[src/rtl/sc_life_manager.sv]
// ---------------------------------------------------------------------------
// sc_life_manager
// Lives tracker for the Frogger datapath. It handles lose/gain requests,
// saturates gains at MAX_LIVES, opens an invulnerability (grace) window after
// each lost life, and holds a sticky GAMEOVER state until clear or reset.
//
// Optional build macro: SC_LIFEMANAGER_EDGE_DETECT_EN
//   When defined, lose/gain only fire on a falling edge of the active-low
//   input. This adds one register stage ahead of the decode logic.
//
// Ports:
//   SC_LIFEMANAGER_CLOCK_50      in   system clock, rising edge
//   SC_LIFEMANAGER_RESET_InLow   in   synchronous active-low reset
//   SC_LIFEMANAGER_lose_InLow    in   active-low lose-one-life request
//   SC_LIFEMANAGER_gain_InLow    in   active-low gain-one-life request
//   SC_LIFEMANAGER_CLEAR_InLow   in   active-low synchronous game restart
//   SC_LIFEMANAGER_data_OutBUS   out  current lives (registered)
//   SC_LIFEMANAGER_grace_Out     out  high while in GRACE
//   SC_LIFEMANAGER_gameover_Out  out  high while in GAMEOVER
//   SC_LIFEMANAGER_lifelost_Out  out  one-cycle pulse per accepted lose
// ---------------------------------------------------------------------------
module sc_life_manager #(
    parameter int LIFE_DATAWIDTH = 8,
    parameter int INIT_LIVES     = 3,
    parameter int MAX_LIVES      = 9,
    parameter int GRACE_CYCLES   = 50000000,
    parameter int GRACE_WIDTH    = 26
) (
    input  logic                      SC_LIFEMANAGER_CLOCK_50,
    input  logic                      SC_LIFEMANAGER_RESET_InLow,
    input  logic                      SC_LIFEMANAGER_lose_InLow,
    input  logic                      SC_LIFEMANAGER_gain_InLow,
    input  logic                      SC_LIFEMANAGER_CLEAR_InLow,
    output logic [LIFE_DATAWIDTH-1:0] SC_LIFEMANAGER_data_OutBUS,
    output logic                      SC_LIFEMANAGER_grace_Out,
    output logic                      SC_LIFEMANAGER_gameover_Out,
    output logic                      SC_LIFEMANAGER_lifelost_Out
);

    typedef enum logic [1:0] {
        ALIVE    = 2'b00,
        GRACE    = 2'b01,
        GAMEOVER = 2'b10
    } state_t;

    localparam logic [LIFE_DATAWIDTH-1:0] INIT_L = LIFE_DATAWIDTH'(INIT_LIVES);
    localparam logic [LIFE_DATAWIDTH-1:0] MAX_L  = LIFE_DATAWIDTH'(MAX_LIVES);
    localparam logic [LIFE_DATAWIDTH-1:0] ONE_L  = LIFE_DATAWIDTH'(1);
    // Timer is loaded with N-1 and the exit happens on the edge where it
    // reads 0, giving a window of exactly GRACE_CYCLES cycles.
    localparam logic [GRACE_WIDTH-1:0] GRACE_LOAD =
        (GRACE_CYCLES > 0) ? GRACE_WIDTH'(GRACE_CYCLES - 1) : '0;

    state_t                    state;
    logic [GRACE_WIDTH-1:0]    timer;
    logic [LIFE_DATAWIDTH-1:0] count;
    logic                      lose_req;
    logic                      gain_req;
    logic [LIFE_DATAWIDTH-1:0] count_inc;

    wire clk = SC_LIFEMANAGER_CLOCK_50;
    wire rst = ~SC_LIFEMANAGER_RESET_InLow;
    wire clr = ~SC_LIFEMANAGER_CLEAR_InLow;

`ifdef SC_LIFEMANAGER_EDGE_DETECT_EN
    // Stage 1 samples the pin, stage 2 holds the previous sample; a request
    // is a 1->0 transition between them, so a held-low pin fires once.
    logic lose_q, lose_qq, gain_q, gain_qq;

    always_ff @(posedge clk) begin
        if (rst || clr) begin
            lose_q  <= 1'b1;
            lose_qq <= 1'b1;
            gain_q  <= 1'b1;
            gain_qq <= 1'b1;
        end else begin
            lose_q  <= SC_LIFEMANAGER_lose_InLow;
            lose_qq <= lose_q;
            gain_q  <= SC_LIFEMANAGER_gain_InLow;
            gain_qq <= gain_q;
        end
    end

    assign lose_req = lose_qq & ~lose_q;
    assign gain_req = gain_qq & ~gain_q;
`else
    assign lose_req = ~SC_LIFEMANAGER_lose_InLow;
    assign gain_req = ~SC_LIFEMANAGER_gain_InLow;
`endif

    // Saturating increment; never wraps.
    assign count_inc = (count >= MAX_L) ? MAX_L : count + ONE_L;

    always_ff @(posedge clk) begin
        if (rst || clr) begin
            state    <= ALIVE;
            timer    <= '0;
            count    <= INIT_L;
            SC_LIFEMANAGER_grace_Out    <= 1'b0;
            SC_LIFEMANAGER_gameover_Out <= 1'b0;
            SC_LIFEMANAGER_lifelost_Out <= 1'b0;
        end else begin
            SC_LIFEMANAGER_lifelost_Out <= 1'b0;
            case (state)
                ALIVE: begin
                    if (lose_req) begin
                        SC_LIFEMANAGER_lifelost_Out <= 1'b1;
                        if (count > ONE_L) begin
                            count <= count - ONE_L;
                            if (GRACE_CYCLES > 0) begin
                                state <= GRACE;
                                timer <= GRACE_LOAD;
                                SC_LIFEMANAGER_grace_Out <= 1'b1;
                            end
                        end else begin
                            count <= '0;
                            state <= GAMEOVER;
                            SC_LIFEMANAGER_gameover_Out <= 1'b1;
                        end
                    end else if (gain_req) begin
                        count <= count_inc;
                    end
                end
                GRACE: begin
                    // Lose is masked here; gain still counts.
                    if (gain_req) count <= count_inc;
                    if (timer == '0) begin
                        state <= ALIVE;
                        SC_LIFEMANAGER_grace_Out <= 1'b0;
                    end else begin
                        timer <= timer - 1'b1;
                    end
                end
                GAMEOVER: begin
                    count <= '0;
                end
                default: begin
                    state <= ALIVE;
                    SC_LIFEMANAGER_grace_Out    <= 1'b0;
                    SC_LIFEMANAGER_gameover_Out <= 1'b0;
                end
            endcase
        end
    end

    assign SC_LIFEMANAGER_data_OutBUS = count;

endmodule
[config.mk]
export PLATFORM = sky130hd
export DESIGN_NAME = sc_life_manager
export DESIGN_NICKNAME = d
export VERILOG_FILES = /design/src/rtl/sc_life_manager.sv
export SDC_FILE = /design/constraint.sdc
export NUM_CORES = 1
export LEC_CHECK = 0
export BUFFER_PORTS_ARGS = -buffer_cell sky130_fd_sc_hd__buf_2
export CAP_MARGIN = 10
export CORE_MARGIN = 4
export CORE_UTILIZATION = 54
export DETAILED_ROUTE_END_ITERATION = 12
export PLACE_DENSITY = 0.75
export SLEW_MARGIN = 20
export SYNTH_ARGS = -nofsm -noshare
export SYNTH_HDL_FRONTEND = slang
export SYNTH_SLANG_ARGS = --single-unit
[constraint.sdc]
create_clock -name SC_LIFEMANAGER_CLOCK_50 -period 2.45 [get_ports SC_LIFEMANAGER_CLOCK_50]
set_input_delay 0 -clock SC_LIFEMANAGER_CLOCK_50 [delete_from_list [all_inputs] [get_ports SC_LIFEMANAGER_CLOCK_50]]
set_output_delay 0 -clock SC_LIFEMANAGER_CLOCK_50 [all_outputs]
set_load 0.005 [all_outputs]
==> results of run 1 <==
registers in the layout, indices dropped and copies added (netlist names):
| name | cells |
|---|---|
| timer | 26 |
| SC_LIFEMANAGER_data_OutBUS | 8 |
| state | 2 |
| SC_LIFEMANAGER_gameover_Out | 1 |
| SC_LIFEMANAGER_grace_Out | 1 |
| SC_LIFEMANAGER_lifelost_Out | 1 |
cells in the final DEF, fill, tap and decap left out, drive strengths merged, types with 2 or more instances in the layout:
cell type / Yosys / layout
a211oi: 6 / 6
a21oi: 17 / 17
a22oi: 3 / 3
a311oi: 3 / 3
a31o: 2 / 2
a31oi: 18 / 18
and2: 4 / 4
and3: 4 / 4
buf: 4 / 33
clkbuf: 11 / 6
dfxtp: 39 / 39
ha: 8 / 8
inv: 9 / 10
mux2i: 2 / 2
nand2: 16 / 16
nand2b: 3 / 3
nand3: 5 / 5
nand4: 3 / 3
nand4b: 2 / 2
nor2: 26 / 26
nor3: 13 / 13
nor4: 9 / 9
o211a: 2 / 2
o211ai: 5 / 5
o21ai: 16 / 16
o221a: 2 / 2
o31ai: 17 / 17
o41ai: 3 / 3
or2: 5 / 5
or3: 9 / 9
or3b: 2 / 2
or4: 20 / 20
worst reg2reg max path, stage by stage, from the launching register on:
cell and delay [ps]:
dfxtp_1 390, inv_1 60, ha_1 200, or2_1 280, a31oi_1 290, buf_4 200, nor2_1 120, or4_1 530
a31oi_1 170
Yosys cell counts, types with 4 or more instances:
cell	n	area, um2
inv_1	9	33.8
dfxtp_1	39	781
ha_1	8	100
nor3_1	12	60.1
o31ai_1	16	120
nand2_1	16	60.1
and2_1	4	25.0
nor4_1	9	56.3
o21ai_1	11	55.1
or4_1	20	150
nor2_1	26	97.6
and3_1	4	25.0
a21oi_1	17	85.1
a211oi_1	6	45.0
or3_1	9	56.3
a31oi_1	17	106
o211ai_1	5	37.5
o21ai_0	5	25.0
nand3_1	5	25.0
clkbuf_1	11	41.3
what timing repair did:
action / in CTS / in global routing
resized for setup: 0 / 7
setup endpoints to repair: 0 / 7
endpoints found under the hold margin: 0 / 0
setup buffers: 0 / 4
final timing paths:
| kind | startpoint | endpoint | cells past startpoint |
|---|---|---|---|
| max | SC_LIFEMANAGER_data_OutBUS[0] | timer[6] | 8 |
| min | SC_LIFEMANAGER_lose_InLow | state[1] | 3 |
| max reg2reg | SC_LIFEMANAGER_data_OutBUS[0] | timer[6] | 8 |
| min reg2reg | SC_LIFEMANAGER_gameover_Out | SC_LIFEMANAGER_gameover_Out | 2 |
metal layers:
layer	global-route usage	share of wire
met1	0.318	0.47
met2	0.354	0.47
met3	0.0356	0.048
met4	0.0641	0.0099
met5	0	0
layout make-up:
type	count	area share
multi-input cells	241	0.571
inverters	9	0.0120
well taps	52	0.0231
flip-flops and latches	39	0.277
repair buffers	33	0.0745
clock inverters	2	0.0137
clock buffers	6	0.0293
logic make-up after synthesis:
group           Yosys count  share of synthesized area
flops                    39                      0.318
simple gates            127                      0.302
compound gates          104                      0.294
buf+inv                  24                     0.0372
mux                       2                    0.00816
fa+ha+maj                 8                     0.0408
power by group through the flow:
stage | clock (mW) | combinational, mW | sequential (mW)
after CTS | 0.590 | 0.478 | 0.709
after global placement | 0 | 0.469 | 0.722
final | 0.582 | 0.513 | 0.711
after detailed placement | 0 | 0.473 | 0.724
after floorplan | 0 | 0.351 | 0.715
after global routing | 0.618 | 0.570 | 0.717
==> flow_metrics.env, run 1 <==
export IMPL_slew_headroom=0.391
export IMPL_clk_latency_ps=300
export IMPL_cts_tree="done"
export IMPL_crit_slowest_cell="or4_1"
export IMPL_vias_per_cell=6.74
export IMPL_synth_nets=317
export IMPL_cp_max_fo=8
export IMPL_crit_path_start_kind="register"
export IMPL_core_area_um2=4380
export IMPL_rsz0062_at_grt="yes"
export IMPL_multi_input_area_um2=1610
export IMPL_clk_pin_slew_worst_paths_ps=80
export IMPL_path_delay_family="simple AND/OR/NAND/NOR gates"
export IMPL_crit_top_cell="a31oi_1"
export IMPL_dpl_cell_count=370
export IMPL_ctsRootBufferMaster="clkbuf_8"
export IMPL_die_w_um=75.4
export IMPL_grt_max_degree=25
export IMPL_regArea_um2=781
export IMPL_synth_edf_count=0
export IMPL_p_per_area_nw_per_um2=640
export IMPL_vias=2574
export IMPL_ys_seq_elements=39
export IMPL_critical_path_cell_chain="inv_1 > ha_1 > or2_1 > a31oi_1 > buf_4 > nor2_1 > or4_1 > a31oi_1"
export IMPL_floorplan_initialDensity=0.560
export IMPL_drc=0
export IMPL_cp_required_ps=2660
export IMPL_hp_class="in2reg"
export IMPL_pre_cts_ws_ps=123
export IMPL_synth_warnings=0
export IMPL_crit_type="reg2reg"
export IMPL_die_y_um=75.4
export IMPL_antenna_found_initial=0
export IMPL_slowest_delay_ps=530
export IMPL_grt_pass1_wl_um=10100
export IMPL_tightest_slew_ps=912
export IMPL_cts_buffers=5
export IMPL_vdd_drop_max_mv=0.279
export IMPL_pin_count=16
export IMPL_fin_util=0.644
export IMPL_cts_sinks=39
export IMPL_drt_iter0_drc=273
export IMPL_fin_crit_sh=0.951
export IMPL_final_antenna_net_count=0
export IMPL_crit_arrival_ps=2540
export IMPL_rows=24
export IMPL_fin_skew_ps=5.84
export IMPL_maxCapViolations=0
export IMPL_firstDrtPassIters=6
export IMPL_intPower_mw=1.22
export IMPL_fin_setup_tns_ps=0
export IMPL_power_mw=1.81
export IMPL_fin_crit_ps=2330
export IMPL_crit_buf_inv=2
export IMPL_drt_total_wl_um=6160
export IMPL_htree_levels=2
export IMPL_seq_power_share=0.394
export IMPL_finalHoldViolCount=0
export IMPL_setup_ws_ps=120
export IMPL_combPwrFrac=0.284
export IMPL_gp_congestion=0.922
export IMPL_area_growth_pct=15.0
export IMPL_synth_area_um2=2450
export IMPL_async_flop_share=0
export IMPL_layoutNonFillerInstCount=382
export IMPL_avgSynthCellArea_um2=8.07
export IMPL_num_nets_final=342
export IMPL_ys_types=56
export IMPL_routedWlPerCell_um=16.1
export IMPL_grt_pass1_vias=2160
export IMPL_ff2ff_setup_slack_ps=120
export IMPL_hold_buffers=0
export IMPL_clockPowerShare=0.322
export IMPL_switching_share=0.326
export IMPL_placed_area_um2=2640
export IMPL_p_switching_uw=588
export IMPL_outcome="completed"
export IMPL_p_leak_nw=1.10
export IMPL_die_area_um2=5690
export IMPL_critPathCaptureType="register"
export IMPL_ys_seq_area_frac=0.318
export IMPL_clock_path_buffers=2
export IMPL_synth_cells=304
export IMPL_nFillCells=391
export IMPL_dp_hpwl_um=4280
export IMPL_design_area_um2=2820
export IMPL_finalSetupViolations=0
export IMPL_clock_fmax_mhz=429
export IMPL_grt_ovfl_total=0
export IMPL_n_antenna_cell=0
export IMPL_synth_ff_type="dfxtp_1"
export IMPL_drv_slew=0
export IMPL_hold_ws_ps=54.8
export IMPL_place_port_buffers=15
export IMPL_layout_drive_gt1_share=0.170
export IMPL_grt_usage=0.225
Note: power is estimated with default switching activity, not from simulation.
==> inputs of run 2 (changes only) <==
--- a/config.mk
+++ b/config.mk
@@ -8,9 +8,8 @@
 export BUFFER_PORTS_ARGS = -buffer_cell sky130_fd_sc_hd__buf_2
 export CAP_MARGIN = 10
 export CORE_MARGIN = 4
-export CORE_UTILIZATION = 54
+export CORE_UTILIZATION = 45
 export DETAILED_ROUTE_END_ITERATION = 12
-export PLACE_DENSITY = 0.75
 export SLEW_MARGIN = 20
 export SYNTH_ARGS = -nofsm -noshare
 export SYNTH_HDL_FRONTEND = slang
==> run 2 against run 1 <==
  * Register-to-register slack better by 50 ps
  * Worst setup slack better by 46 ps
  * First-iteration DRC count down 34%
  * Clock power down 14%
  * Non-clock buffer count up 5
  * Global-route usage down 2.0 points
  * Count of clock-buffer cells in the layout up 1
  * Critical path type unchanged
==> flow_metrics.env, run 2 (synthesis gave the netlist of run 1 again) <==
export IMPL_gp_congestion=0.829
export IMPL_die_area_um2=6700
export IMPL_final_common_cell="dfxtp_1"
export IMPL_ctsRootBufferMaster="clkbuf_8"
export IMPL_clk_pin_slew_worst_paths_ps=90
export IMPL_cts_sinks=39
export IMPL_pin_count=16
export IMPL_final_antenna_net_count=0
export IMPL_clock_fmax_mhz=438
export IMPL_drv_slew=0
export IMPL_antenna_found_initial=0
export IMPL_firstDrtPassIters=5
export IMPL_ff2ff_setup_slack_ps=170
export IMPL_cts_tree="done"
export IMPL_cp_startpoint="timer[0]"
export IMPL_slew_headroom=0.395
export IMPL_clk_latency_ps=300
export IMPL_pre_cts_ws_ps=116
export IMPL_finalHoldViolCount=0
export IMPL_vias=2536
export IMPL_htree_levels=2
export IMPL_fin_crit_sh=0.932
export IMPL_switching_share=0.340
export IMPL_cp_max_fo=19
export IMPL_fin_crit_ps=2280
export IMPL_p_switching_uw=586
export IMPL_grt_pass1_vias=2215
export IMPL_final_cell_mix="dfxtp_1 (39), nor2_1 (26), buf_4 (22)"
export IMPL_cp_required_ps=2600
export IMPL_drt_total_wl_um=6470
export IMPL_die_y_um=81.8
export IMPL_hp_class="in2reg"
export IMPL_maxCapViolations=0
export IMPL_crit_type="reg2reg"
export IMPL_combPwrFrac=0.300
export IMPL_drc=0
export IMPL_vdd_drop_max_mv=0.422
export IMPL_intPower_mw=1.14
export IMPL_clockPowerShare=0.290
export IMPL_p_per_area_nw_per_um2=600
export IMPL_drt_iter0_drc=179
export IMPL_setup_ws_ps=166
export IMPL_routedWlPerCell_um=16.0
export IMPL_regMostFlops="timer"
export IMPL_rsz0062_at_grt="no"
export IMPL_fin_skew_ps=12.2
export IMPL_vias_per_cell=6.26
export IMPL_dp_hpwl_um=4700
export IMPL_area_growth_pct=17.1
export IMPL_grt_usage=0.205
export IMPL_grt_ovfl_total=0
export IMPL_tightest_slew_ps=905
export IMPL_crit_path_start_kind="register"
export IMPL_layout_drive_gt1_share=0.182
export IMPL_crit_arrival_ps=2440
export IMPL_critPathCaptureType="register"
export IMPL_die_w_um=81.8
export IMPL_floorplan_initialDensity=0.471
export IMPL_grt_pass1_wl_um=10800
export IMPL_grt_max_degree=25
export IMPL_clock_path_buffers=2
export IMPL_n_antenna_cell=0
export IMPL_r2r_start="timer[0]"
export IMPL_p_leak_nw=1.12
export IMPL_rows=26
export IMPL_finalSetupViolations=0
export IMPL_largest_register_ffs=26
export IMPL_outcome="completed"
export IMPL_seq_power_share=0.410
export IMPL_fin_setup_tns_ps=0
export IMPL_place_port_buffers=15
export IMPL_num_nets_final=347
export IMPL_worstHoldStart="SC_LIFEMANAGER_lose_InLow"
export IMPL_core_area_um2=5200
export IMPL_cts_buffers=5
[run 2: what timing repair did]
item                                    4_1_cts  5_1_grt
resized for setup                             0        6
buffers inserted                              0        1
hold buffers                                  0        0
endpoints found under the setup margin        0        9
[run 2: critical path: stages, from the launching register on]
cell,delay (ps)
dfxtp_1,350
inv_1,70
ha_1,180
or3b_4,440
nor3_4,310
buf_4,170
a31o_2,360
or4_1,180
a31oi_1,80
[run 2: area by class of cell]
type	count	area (um2)
Fill cell	501	2330
Multi-Input combinational cell	241	1610
Sequential cell	39	781
Timing Repair Buffer	38	260
Clock buffer	7	96.3
Tap cell	70	87.6
Inverter	9	33.8
Clock inverter	1	7.51
[run 2: power groups by stage]
stage                     clock network [mW]  registers [mW]  logic, mW
final                                  0.501           0.708      0.517
after global routing                   0.526           0.714      0.577
after CTS                              0.502           0.706      0.498
after detailed placement                   0           0.721      0.494
after global placement                     0           0.720      0.492
after floorplan                            0           0.715      0.351
[run 2: path summary, 6_finish.rpt]
path,cells after the start,end
hold reg to reg,2,SC_LIFEMANAGER_gameover_Out
setup / recovery,8,timer[12]
setup reg to reg,8,timer[12]
hold / removal,3,state[1]
[run 2: metal layers]
layer	wire length, um	track usage
met5	0	0
met4	31	0.0449
met2	2840	0.317
met3	364	0.0351
met1	3230	0.295
[run 2: through the flow]
| stage | cells | utilization | cell area (um2) | hold slack [ps] | total power, mW |
|---|---|---|---|---|---|
| final | 405 | 0.552 | 2870 | 62.0 | 1.73 |
| after global routing | 405 | 0.552 | 2870 | 110 | 1.82 |
| after CTS | 404 | 0.546 | 2840 | 57.7 | 1.71 |
| after detailed placement | 396 | 0.526 | 2740 | 365 | 1.22 |
| after global placement | 396 | 0.526 | 2740 | 366 | 1.21 |
| after floorplan | 304 | - | 2450 | 183 | 1.07 |
==> inputs of run 3 (changes only) <==
--- a/config.mk
+++ b/config.mk
@@ -7,9 +7,10 @@
 export LEC_CHECK = 0
 export BUFFER_PORTS_ARGS = -buffer_cell sky130_fd_sc_hd__buf_2
 export CAP_MARGIN = 10
-export CORE_MARGIN = 4
-export CORE_UTILIZATION = 45
+export CORE_MARGIN = 5
+export CORE_UTILIZATION = 50
 export DETAILED_ROUTE_END_ITERATION = 12
+export PLACE_DENSITY = 0.7
 export SLEW_MARGIN = 20
 export SYNTH_ARGS = -nofsm -noshare
 export SYNTH_HDL_FRONTEND = slang
==> run 3 against run 2 <==
  * Wire length fell by 2.3%
  * Largest cell class unchanged
  * Critical endpoint is now state[1]
  * Highest routed layer unchanged
  * Clock skew fell by 7.0 ps
  * Register-to-register slack barely moved
==> flow_metrics.env, run 3 (synthesis gave the netlist of run 1 again) <==
export IMPL_final_cell_mix="dfxtp_1 (39), nor2_1 (26), or4_1 (20)"
export IMPL_die_area_um2=6410
export IMPL_floorplan_initialDensity=0.516
export IMPL_firstDrtPassIters=5
export IMPL_vias_per_cell=6.50
export IMPL_dp_hpwl_um=4440
export IMPL_core_area_um2=4750
export IMPL_busiest_layer="met2"
export IMPL_vias=2568
export IMPL_hold_buffers=0
export IMPL_regMostFlops="timer"
export IMPL_setup_ws_ps=152
export IMPL_place_port_buffers=15
export IMPL_htree_levels=2
export IMPL_p_per_area_nw_per_um2=623
export IMPL_critical_path_cell_chain="inv_1 > ha_1 > or3b_4 > nor3_4 > a31oi_2 > or4b_1 > a21oi_1"
export IMPL_gp_congestion=0.881
export IMPL_n_antenna_cell=0
export IMPL_layout_drive_gt1_share=0.146
export IMPL_r2r_start="timer[0]"
export IMPL_die_y_um=80.1
export IMPL_crit_slowest_cell="or4b_1"
export IMPL_cp_startpoint="timer[0]"
export IMPL_crit_buf_inv=1
export IMPL_slew_headroom=0.381
export IMPL_pin_count=16
export IMPL_fin_crit_sh=0.938
export IMPL_tightest_slew_ps=926
export IMPL_drt_iter0_drc=278
export IMPL_maxCapViolations=0
export IMPL_grt_usage=0.205
export IMPL_hp_class="in2reg"
export IMPL_path_delay_family="simple AND/OR/NAND/NOR gates"
export IMPL_cp_max_fo=6
export IMPL_num_nets_final=341
export IMPL_slowest_delay_ps=550
export IMPL_crit_path_start_kind="register"
export IMPL_area_growth_pct=13.6
export IMPL_clock_fmax_mhz=435
export IMPL_vdd_drop_max_mv=0.307
export IMPL_p_leak_nw=1.08
export IMPL_fin_skew_ps=5.15
export IMPL_cts_sinks=39
export IMPL_cts_tree="done"
export IMPL_grt_pass1_vias=2185
export IMPL_crit_type="reg2reg"
export IMPL_crit_end="state[1]"
export IMPL_drt_total_wl_um=6320
export IMPL_dpl_cell_count=386
export IMPL_finalSetupViolations=0
export IMPL_grt_pass1_wl_um=10600
export IMPL_grt_ovfl_total=0
export IMPL_fin_setup_tns_ps=0
export IMPL_fin_crit_ps=2300
export IMPL_fin_util=0.586
export IMPL_ff2ff_setup_slack_ps=150
export IMPL_drv_slew=0
export IMPL_r2r_end="state[1]"
export IMPL_pre_cts_ws_ps=155
export IMPL_cts_buffers=5
export IMPL_clk_latency_ps=290
export IMPL_path_depth=7
export IMPL_rows=25
export IMPL_cp_required_ps=2660
export IMPL_power_mw=1.74
export IMPL_routedWlPerCell_um=16.0
export IMPL_antenna_found_initial=0
export IMPL_outcome="completed"
export IMPL_reg2reg_depth=7
export IMPL_crit_arrival_ps=2500
export IMPL_gr_usage_met3=0.0280
export IMPL_clk_pin_slew_worst_paths_ps=80
export IMPL_critPathCaptureType="register"
export IMPL_largest_register_ffs=26
export IMPL_die_w_um=80.1
export IMPL_grt_util_met2=0.319
export IMPL_drc=0
export IMPL_clock_path_buffers=2
export IMPL_layoutNonFillerInstCount=395
export IMPL_final_common_cell="dfxtp_1"
export IMPL_grt_max_degree=25
export IMPL_ctsRootBufferMaster="clkbuf_8"
export IMPL_final_antenna_net_count=0
export IMPL_finalHoldViolCount=0
export IMPL_use_met1=0.287
-- run 3: what timing repair did --
action                                  in CTS  in global routing
resized for setup                            0                  1
buffers inserted                             0                  2
endpoints found under the setup margin       0                  5
-- run 3: routing by layer --
metal	part of all wire	up-vias
met3	0.052	9
li1	-	1253
met5	0	-
met4	0.014	0
met1	0.47	1227
met2	0.46	79
-- run 3: worst min-delay path by stage --
stage / end / from / cells after the start / slack [ps]
floorplan: state[1] / SC_LIFEMANAGER_lose_InLow / 2 / 180
global placement: state[1] / SC_LIFEMANAGER_lose_InLow / 3 / 360
detailed placement: state[1] / SC_LIFEMANAGER_lose_InLow / 3 / 360
CTS: state[1] / SC_LIFEMANAGER_lose_InLow / 3 / 50
global route: state[1] / SC_LIFEMANAGER_lose_InLow / 3 / 90
finish: state[1] / SC_LIFEMANAGER_lose_InLow / 3 / 60
-- run 3: area by class of cell --
type,count,area [um2]
Clock buffer,6,72.6
Timing Repair Buffer,32,203
Inverter,9,33.8
Fill cell,440,1970
Sequential cell,39,781
Tap cell,67,83.8
Multi-Input combinational cell,241,1580
Clock inverter,1,30.0
-- run 3: stage by stage --
stage / cell area (um2) / hold slack (ps)
after floorplan: 2450 / 183
after global placement: 2670 / 355
after detailed placement: 2670 / 358
after CTS: 2770 / 50.0
after global routing: 2790 / 88.1
final: 2790 / 61.5
-- run 3: report_power, final --
| group | switching (mW) | internal, mW | leakage, nW |
|---|---|---|---|
| logic | 0.297 | 0.206 | 0.707 |
| clock network | 0.228 | 0.299 | 0.0513 |
| registers | 0.0390 | 0.669 | 0.318 |
| total | 0.564 | 1.17 | 1.08 |
-- run 3: worst min-delay path, delay by kind of cell --
| family | cells | cell delay (ps) |
|---|---|---|
| AND/OR/NAND/NOR | 1 | 120 |
| buffers and inverters | 1 | 130 |
| AO/OA/AOI/OAI | 1 | 60 |
